### config.mk
export PLATFORM = sky130hd
export DESIGN_NAME = dcache_read_return
export DESIGN_NICKNAME = d
export VERILOG_FILES = /design/src/rtl/lc3b_types.sv /design/src/rtl/data_read_select.sv /design/src/rtl/dcache_read_return.sv
export SDC_FILE = /design/constraint.sdc
export NUM_CORES = 1
export LEC_CHECK = 0
export CORE_ASPECT_RATIO = 0.5
export CORE_UTILIZATION = 51
export CTS_CLUSTER_SIZE = 8
export DETAILED_ROUTE_END_ITERATION = 7
export MAX_ROUTING_LAYER = met4
export PLACE_DENSITY = 0.89
export SYNTH_ARGS = -nofsm -noshare
export SYNTH_HDL_FRONTEND = slang
export SYNTH_SLANG_ARGS = --single-unit
### constraint.sdc
create_clock -name clk -period 2.8 [get_ports clk]
set_input_delay 0.56 -clock clk [delete_from_list [all_inputs] [get_ports clk]]
set_output_delay 0.56 -clock clk [all_outputs]
set_load 0.01 [all_outputs]
### src/rtl/lc3b_types.sv
// Shared LC-3b cache types.
// Provides the word, line and offset types used by both dcache datapaths,
// plus the tag type and state encoding for the read-return path.
package lc3b_types;

  localparam int DCACHE_LINE_BITS = 128;
  localparam int LINE_WORDS       = 8;
  localparam int BYTE_LANES       = 2;

  typedef logic [15:0]                 lc3b_word;
  typedef logic [DCACHE_LINE_BITS-1:0] pmem_L1_bus;
  typedef logic [2:0]                  dcache_offset;
  typedef logic [11:0]                 dcache_tag;

  typedef enum logic [1:0] {
    RD_IDLE,
    RD_FETCH,
    RD_RESP
  } dcache_rd_state_t;

endpackage

### src/rtl/data_read_select.sv
// Combinational lane extractor.
// This is the read-side mirror of the write-merge logic. It picks the
// addressed 16-bit word out of a line and zeroes any byte lane that was
// not requested.
//   line        in  128  source line (fetched line or buffered line)
//   offset      in  3    word index within the line
//   byte_enable in  2    [0]=low byte, [1]=high byte
//   word        out 16   selected, lane-masked word
module data_read_select
  import lc3b_types::*;
(
  input  pmem_L1_bus   line,
  input  dcache_offset offset,
  input  logic [1:0]   byte_enable,
  output lc3b_word     word
);

  lc3b_word w;
  assign w = line[16*offset +: 16];

  for (genvar b = 0; b < BYTE_LANES; b++) begin : g_lane
    assign word[8*b +: 8] = byte_enable[b] ? w[8*b +: 8] : 8'h00;
  end

endmodule

### src/rtl/dcache_read_return.sv
// L1 dcache read-return path.
// CPU loads are served from a one-entry line buffer. A miss fetches the
// line from the array/L2. Snooped writes and flush invalidate the buffer,
// so a load never returns stale data.
//   clk, reset_n                    clock / async active-low reset
//   mem_read, mem_address,
//   mem_byte_enable                 CPU load request (held until mem_resp)
//   mem_rdata, mem_resp             returned word, one-cycle valid pulse
//   line_read, line_address         line fetch request, held until line_resp
//   line_rdata, line_resp           fetched line and its completion pulse
//   snoop_write, snoop_address      committing write seen elsewhere
//   flush                           invalidate the line buffer
module dcache_read_return
  import lc3b_types::*;
(
  input  logic        clk,
  input  logic        reset_n,
  input  logic        mem_read,
  input  lc3b_word    mem_address,
  input  logic [1:0]  mem_byte_enable,
  output lc3b_word    mem_rdata,
  output logic        mem_resp,
  output logic        line_read,
  output lc3b_word    line_address,
  input  pmem_L1_bus  line_rdata,
  input  logic        line_resp,
  input  logic        snoop_write,
  input  lc3b_word    snoop_address,
  input  logic        flush
);

  dcache_rd_state_t state, state_next;

  logic         buf_valid;
  dcache_tag    buf_tag;
  pmem_L1_bus   buf_line;

  // Request copy taken at acceptance; the fetch path only uses this copy.
  dcache_tag    req_tag;
  dcache_offset req_off;
  logic [1:0]   req_be;
  // Set when the line being fetched was written or flushed mid-fetch.
  logic         fetch_poison;

  dcache_tag    addr_tag, snoop_tag;
  logic         kill_buf, hit, snoop_fetch;
  logic         accept_hit, accept_miss, fill;

  pmem_L1_bus   sel_line;
  dcache_offset sel_off;
  logic [1:0]   sel_be;
  lc3b_word     sel_word;

  // Sub-line address bits carry no information for this block.
  logic unused_bits;
  assign unused_bits = ^{mem_address[0], snoop_address[3:0]};

  assign addr_tag  = mem_address[15:4];
  assign snoop_tag = snoop_address[15:4];

  // A same-cycle invalidation beats a hit: the request becomes a miss.
  assign kill_buf    = flush | (snoop_write & (snoop_tag == buf_tag));
  assign hit         = buf_valid & (buf_tag == addr_tag) & ~kill_buf;
  assign snoop_fetch = flush | (snoop_write & (snoop_tag == req_tag));

  assign mem_resp = (state == RD_RESP);

  // ---------------- FSM ----------------
  always_ff @(posedge clk or negedge reset_n) begin
    if (!reset_n) state <= RD_IDLE;
    else          state <= state_next;
  end

  always_comb begin
    state_next  = state;
    accept_hit  = 1'b0;
    accept_miss = 1'b0;
    fill        = 1'b0;
    case (state)
      RD_IDLE: begin
        if (mem_read) begin
          if (hit) begin
            accept_hit = 1'b1;
            state_next = RD_RESP;
          end else begin
            accept_miss = 1'b1;
            state_next  = RD_FETCH;
          end
        end
      end
      RD_FETCH: begin
        if (line_resp) begin
          fill       = 1'b1;
          state_next = RD_RESP;
        end
      end
      RD_RESP:  state_next = RD_IDLE;
      default:  state_next = RD_IDLE;
    endcase
  end

  // One extractor serves both paths: buffer on a hit, bus line on a fill.
  assign sel_line = (state == RD_FETCH) ? line_rdata : buf_line;
  assign sel_off  = (state == RD_FETCH) ? req_off    : mem_address[3:1];
  assign sel_be   = (state == RD_FETCH) ? req_be     : mem_byte_enable;

  data_read_select u_sel (
    .line        (sel_line),
    .offset      (sel_off),
    .byte_enable (sel_be),
    .word        (sel_word)
  );

  // ---------------- datapath ----------------
  always_ff @(posedge clk or negedge reset_n) begin
    if (!reset_n) begin
      mem_rdata    <= '0;
      line_read    <= 1'b0;
      line_address <= '0;
      buf_valid    <= 1'b0;
      buf_tag      <= '0;
      buf_line     <= '0;
      req_tag      <= '0;
      req_off      <= '0;
      req_be       <= '0;
      fetch_poison <= 1'b0;
    end else begin
      if (accept_hit || fill) mem_rdata <= sel_word;

      if (accept_miss) begin
        line_read    <= 1'b1;
        line_address <= {addr_tag, 4'h0};
        req_tag      <= addr_tag;
        req_off      <= mem_address[3:1];
        req_be       <= mem_byte_enable;
        fetch_poison <= 1'b0;
      end else if (state == RD_FETCH) begin
        if (snoop_fetch) fetch_poison <= 1'b1;
        if (line_resp)   line_read    <= 1'b0;
      end

      // The load still gets the fetched data, but a line touched mid-fetch
      // is not kept as valid.
      if (fill) begin
        buf_line  <= line_rdata;
        buf_tag   <= req_tag;
        buf_valid <= ~(fetch_poison | snoop_fetch);
      end else if (kill_buf) begin
        buf_valid <= 1'b0;
      end
    end
  end

endmodule

; After elaboration in Yosys (flattened, before gate mapping)
; Cells that the tools add are included.
[totals]
output_inout_bits = 34
regBits = 178
in_bits = 168
wordCells = 61
[classes]
bitwise_logic = 9
muxes = 25
shift = 1
n_eq_ne = 7
n_reduce_logical = 9
[ops]
columns = op, n
row1 = 128-bit two-way mux, 1
row2 = 128-bit by 8-bit variable part select with 16-bit output, 1
row3 = 12-bit == test, 3
row4 = 1-bit two-way mux, 16
row5 = 8-bit two-way mux, 2
row6 = 2-bit two-way mux, 4
row7 = 2-bit nonzero test, 4
row8 = 2-bit AND reduction, 3
row9 = 1-bit bitwise AND, 4
row10 = "2-bit inequality test, second input constant", 2
row11 = 2-bit one-hot mux with 2 select lines, 1
row12 = 3-bit two-way mux, 1
row13 = 1-bit bitwise OR, 3
row14 = "2-bit by 1-bit == test with 1-bit output, second input constant", 1
row15 = "2-bit == test, second input constant", 1
row16 = 2-bit zero test, 1
row17 = 1-bit NOT, 2
row18 = 1-bit logical OR, 1

; Logic depth before layout (Yosys ltp)
[depth]
word_depth = 10
depth_mapped = 9
depth_no_buf = 6

; Cells and area by module
; From an unflattened synthesis, not the netlist that was laid out.
[hier_totals]
cells_unflattened = 698
area_unflattened_um2 = 9858.2
[modules_own_cells]
columns = module, area_each_um2, cells_each, seq_area_each_um2, instances
row1 = dcache_read_return, 8659.6, 589, 4454.3, 1
row2 = data_read_select, 1198.6, 109, 0.0, 1

; Worst setup path after synthesis
; No wires, ideal clock.
[synth_path]
path_kind = input port to flip-flop
start = in snoop_address[12]
end = reg mem_rdata[10]
slack_ps = 615
path_buffers = 1
required_ps = 2675
setup_ps = 125
cell_stages = 7
arrival_ps = 2060
cell_sequence = xnor2_1 nand4_1 nor4_4 nor3_2 a32oi_4 buf_12 mux2_4
[synth_between]
elab_chain_cells = 9
[synth_rtl]
columns = element, line
row1 = from (decl), dcache_read_return.sv:28  ; input lc3b_word snoop_address,
row2 = 12-bit == test, dcache_read_return.sv:62  ; assign kill_buf = flush | (snoop_write & (snoop_tag == buf_tag));
row3 = 1-bit bitwise AND, dcache_read_return.sv:62
row4 = 1-bit bitwise OR, dcache_read_return.sv:62
row5 = 1-bit NOT, dcache_read_return.sv:63  ; assign hit = buf_valid & (buf_tag == addr_tag) & ~kill_buf;
row6 = 1-bit bitwise AND, dcache_read_return.sv:63
row7 = 1-bit two-way mux, dcache_read_return.sv:82  ; if (hit) begin
row8 = 1-bit two-way mux, dcache_read_return.sv:81  ; if (mem_read) begin
row9 = 1-bit two-way mux, dcache_read_return.sv:79  ; case (state)
row10 = 1-bit logical OR, dcache_read_return.sv:128  ; if (accept_hit || fill) mem_rdata <= sel_word;
row11 = to (signal assigned), dcache_read_return.sv:128
row12 = to (decl), dcache_read_return.sv:21  ; output lc3b_word mem_rdata,
; No other way between the ends.
; A chain may end at the register's enable or synchronous reset.

; Worst setup path in the final report
[layout_path]
start = in mem_address[8]
end = reg req_off[0]
[layout_between]
elab_chain_cells = 6
[layout_rtl]
columns = element, line
row1 = from (decl), dcache_read_return.sv:19  ; input lc3b_word mem_address,
row2 = 12-bit == test, dcache_read_return.sv:63
row3 = 1-bit bitwise AND (2 in series), dcache_read_return.sv:63
row4 = 1-bit two-way mux, dcache_read_return.sv:82
row5 = 1-bit two-way mux, dcache_read_return.sv:81
row6 = 1-bit two-way mux, dcache_read_return.sv:79
row7 = to (signal assigned), dcache_read_return.sv:134  ; req_off <= mem_address[3:1];
row8 = to (decl), dcache_read_return.sv:40  ; dcache_offset req_off;
; No other way between the ends.

==> summary.md <==
| Metric | Value |
|---|---|
| Status | complete, but fails checks |
| Failing checks | DRC |
| Total congestion overflow | 0 |
| Clock latency at the later pin of the worst-skew pair | 0.43 ns |
| GPL Wtd Cong | 0.8537 |
| Critical path startpoint category | primary input |
| Register-to-register setup slack | 0.39 ns |
| CP arrival | 2.83 ns |
| Vias in the first global route | 6923 |
| Peak Freq | 0.3967 GHz |
| Overall routing resource usage | 0.2674 |
| Post-CTS setup repair buffer count | 0 |
| Max FO, Critical Path | 6 |
| Top area cells in the synthesized netlist | dfrtp_1 (48%), mux2_2 (20%), mux4_2 (11%) |
| Dpl hpwl | 16.55 mm |
| Tcrit/Tclk final | 0.9003 |
| Syn Inst Count | 643 |
| Hold_buf cts | 0 |
| Maxcap violations | 0 |
| Clk_skew | 0.01028 ns |
| Critical Path Sink Type | register |
| Row count | 34 |
| Root Driver | clkbuf_16 |
| Worst Hold Slack | 0.09248 ns |
| Final count of hold timing violations | 0 |
| Power consumption | 11.49 mW |
| Via/cell ratio | 5.783 |
| CTS tree | yes |
| Synth async-reset ratio | 1.000 |
| CP Class | primary input to register |
| Peak supply drop | 710.4 uV |
| DR iter-0 viols | 385 |
| Hold crit path type | primary input to asynchronous set/reset pin |
| Largest net degree at the start of global routing | 61 |
| Num CTS Buffers | 17 |
| # IOs | 202 |
| Number of antenna-violating nets in the routed design | 0 |
| Nets@finish | 1006 |
| Initial antenna violation count | 0 |
| R2R depth | 8 |
| Die Ht | 97.24 um |
| Yosys top cell area share | 0.4815 |
| Ant diodes | 0 |
| RSZ-0062 raised after global routing | no |
| Die area | 18710 um2 |
| Slew HR | 0.5432 |
| Avg WL per Cell | 21.27 um |
| Htree depth | 4 |
| DRC Markers | 16 |
| Core area | 17570 um2 |
| Reg2reg end | mem_rdata[5] |
| Setup ws final | 0.2793 ns |
| Die Width | 192.5 um |
| PostCTS Resize Cnt | 0 |
| Clk slew on worst S/H paths | 0.07 ns |
| Post-synthesis cell type count | 43 |
| Mean Syn Cell Area | 14.39 um2 |
| Worst slack, placed | -0.1065 ns |
| Yosys reg bits | 178 |
| Wirelength, routed | 23.08 mm |
| P&R area growth vs syn | 30.96% |
| Tightest Pin Transition | 0.6780 ns |
| Bufs on Longest Clock Path | 2 |
| Sequential area share after synthesis | 0.4815 |
| Via count | 6275 |
| DP Area | 11550 um2 |
| Clk sinks | 178 |
| Cell taking the most area after synthesis | dfrtp_1 |
| Port bufs | 192 |
| Most used DFF post-synth | dfrtp_1 |
| Pleak | 5.059 nW |
| Mapped Area | 9251 um2 |
| Worst EP required | 3.11 ns |
| Number of flops mapped to enable cells by yosys | 0 |
| Reg2reg start | state[1] |
| Synth Warn # | 0 |
| Crit path time final | 2.521 ns |
| Post-route cell area | 12120 um2 |
| Initial Utilization | 0.5266 |
| Drt pass-1 iters | 7 |
| Endpoints failing setup | 0 |
| Layout cell share with drive strength beyond 1 | 0.3373 |
| Global-route wire length before repair | 37.05 mm |
| Max Slew Vio Count | 0 |
| PwrDens | 948.2 nW/um2 |
[cells in the mapped netlist (all sizes together) (2+ instances only)]
library cell and count:
dfrtp 178, mux2 173, mux2i 54, mux4 44, buf 38, xor2 19, xnor2 17, nor2 14
nand2 11, clkbuf 10, o21ai 10, a221o 8, a22oi 8, o211ai 8, nor4 6, o22ai 6
a221oi 4, a31oi 3, nand2b 3, nand3 3, nand4 3, nor2b 3, nor3 3, and2 2
and3 2, inv 2, o32ai 2
[kinds of logic after synthesis]
kind of cell | share of synthesized area
AOI/OAI and AO/OA | 0.04626
xor gates and xnor gates | 0.03408
buffers and inverters | 0.02800
DFF | 0.4815
muxes | 0.3798
other | 0.0004053
and+or+nand+nor | 0.03003
[registers in the layout, indices dropped and copies added, names as in the netlist]
register	flops
state	2
buf_tag	12
fetch_poison	1
req_off	3
req_tag	12
mem_rdata	16
line_read	1
buf_valid	1
buf_line	128
req_be	2
[area by class of cell]
class	count	area [um2]
Sequential cell	178	4456
Clock buffer	19	442.9
Fill cell	1210	5454
Timing Repair Buffer	221	2236
Multi-Input combinational cell	418	4563
Tap cell	234	292.8
Clock inverter	13	117.6
Inverter	2	7.507
[layer usage]
metal,global-route usage,wire (um),vias up
met3,0.04081,1036,32
met2,0.4413,11930,169
met5,-,0,-
li1,-,-,2814
met1,0.3438,9756,3260
met4,0.07753,357,0
[placed cells by master (no fill, tap or decap), drive strengths merged, types with 11 or more instances in the layout]
cell / instances
nand2: 11
xor2: 19
mux2i: 54
buf: 31
dfrtp: 178
nor2: 14
clkbuf: 19
clkdlybuf4s50: 190
mux2: 173
xnor2: 17
mux4: 44
[worst max-delay path, stage by stage]
cell and delay, ns:
clkdlybuf4s50_1 0.45, xor2_1 0.18, nor4_1 0.45, nand3_1 0.15, nor3_2 0.27, nand3b_1 0.23
buf_4 0.19, mux2_2 0.34
[worst max-delay path by stage]
| stage | from | cells after the start | slack [ns] | to |
|---|---|---|---|---|
| 4_1_cts | mem_address[8] | 8 | 0.30 | req_off[0] |
| 2_1_floorplan | snoop_address[12] | 7 | 0.62 | mem_rdata[10] |
| 3_5_place_dp | snoop_address[11] | 8 | -0.11 | mem_rdata[0] |
| 3_3_place_gp | snoop_address[4] | 8 | 0.004 | mem_rdata[1] |
| 5_1_grt | mem_address[8] | 8 | 0.22 | req_be[0] |
| 6_report | mem_address[8] | 8 | 0.28 | req_off[0] |
[through the flow]
| stage | TNS (ns) | utilization | cells |
|---|---|---|---|
| 2_1_floorplan | 0 | - | 646 |
| 3_3_place_gp | 0 | 0.6577 | 1053 |
| 3_5_place_dp | -2.191 | 0.6577 | 1053 |
| 4_1_cts | 0 | 0.6896 | 1085 |
| 5_1_grt | 0 | 0.6896 | 1085 |
| 6_report | 0 | 0.6896 | 1085 |
[power breakdown]
group | internal (mW) | switching (mW) | leakage, nW
Sequential | 3.83 | 0.781 | 2.11
Clock | 1.20 | 1.11 | 0.267
Combinational | 2.75 | 1.82 | 2.68
Total | 7.78 | 3.71 | 5.06
Power figures use the tool's default switching activity.
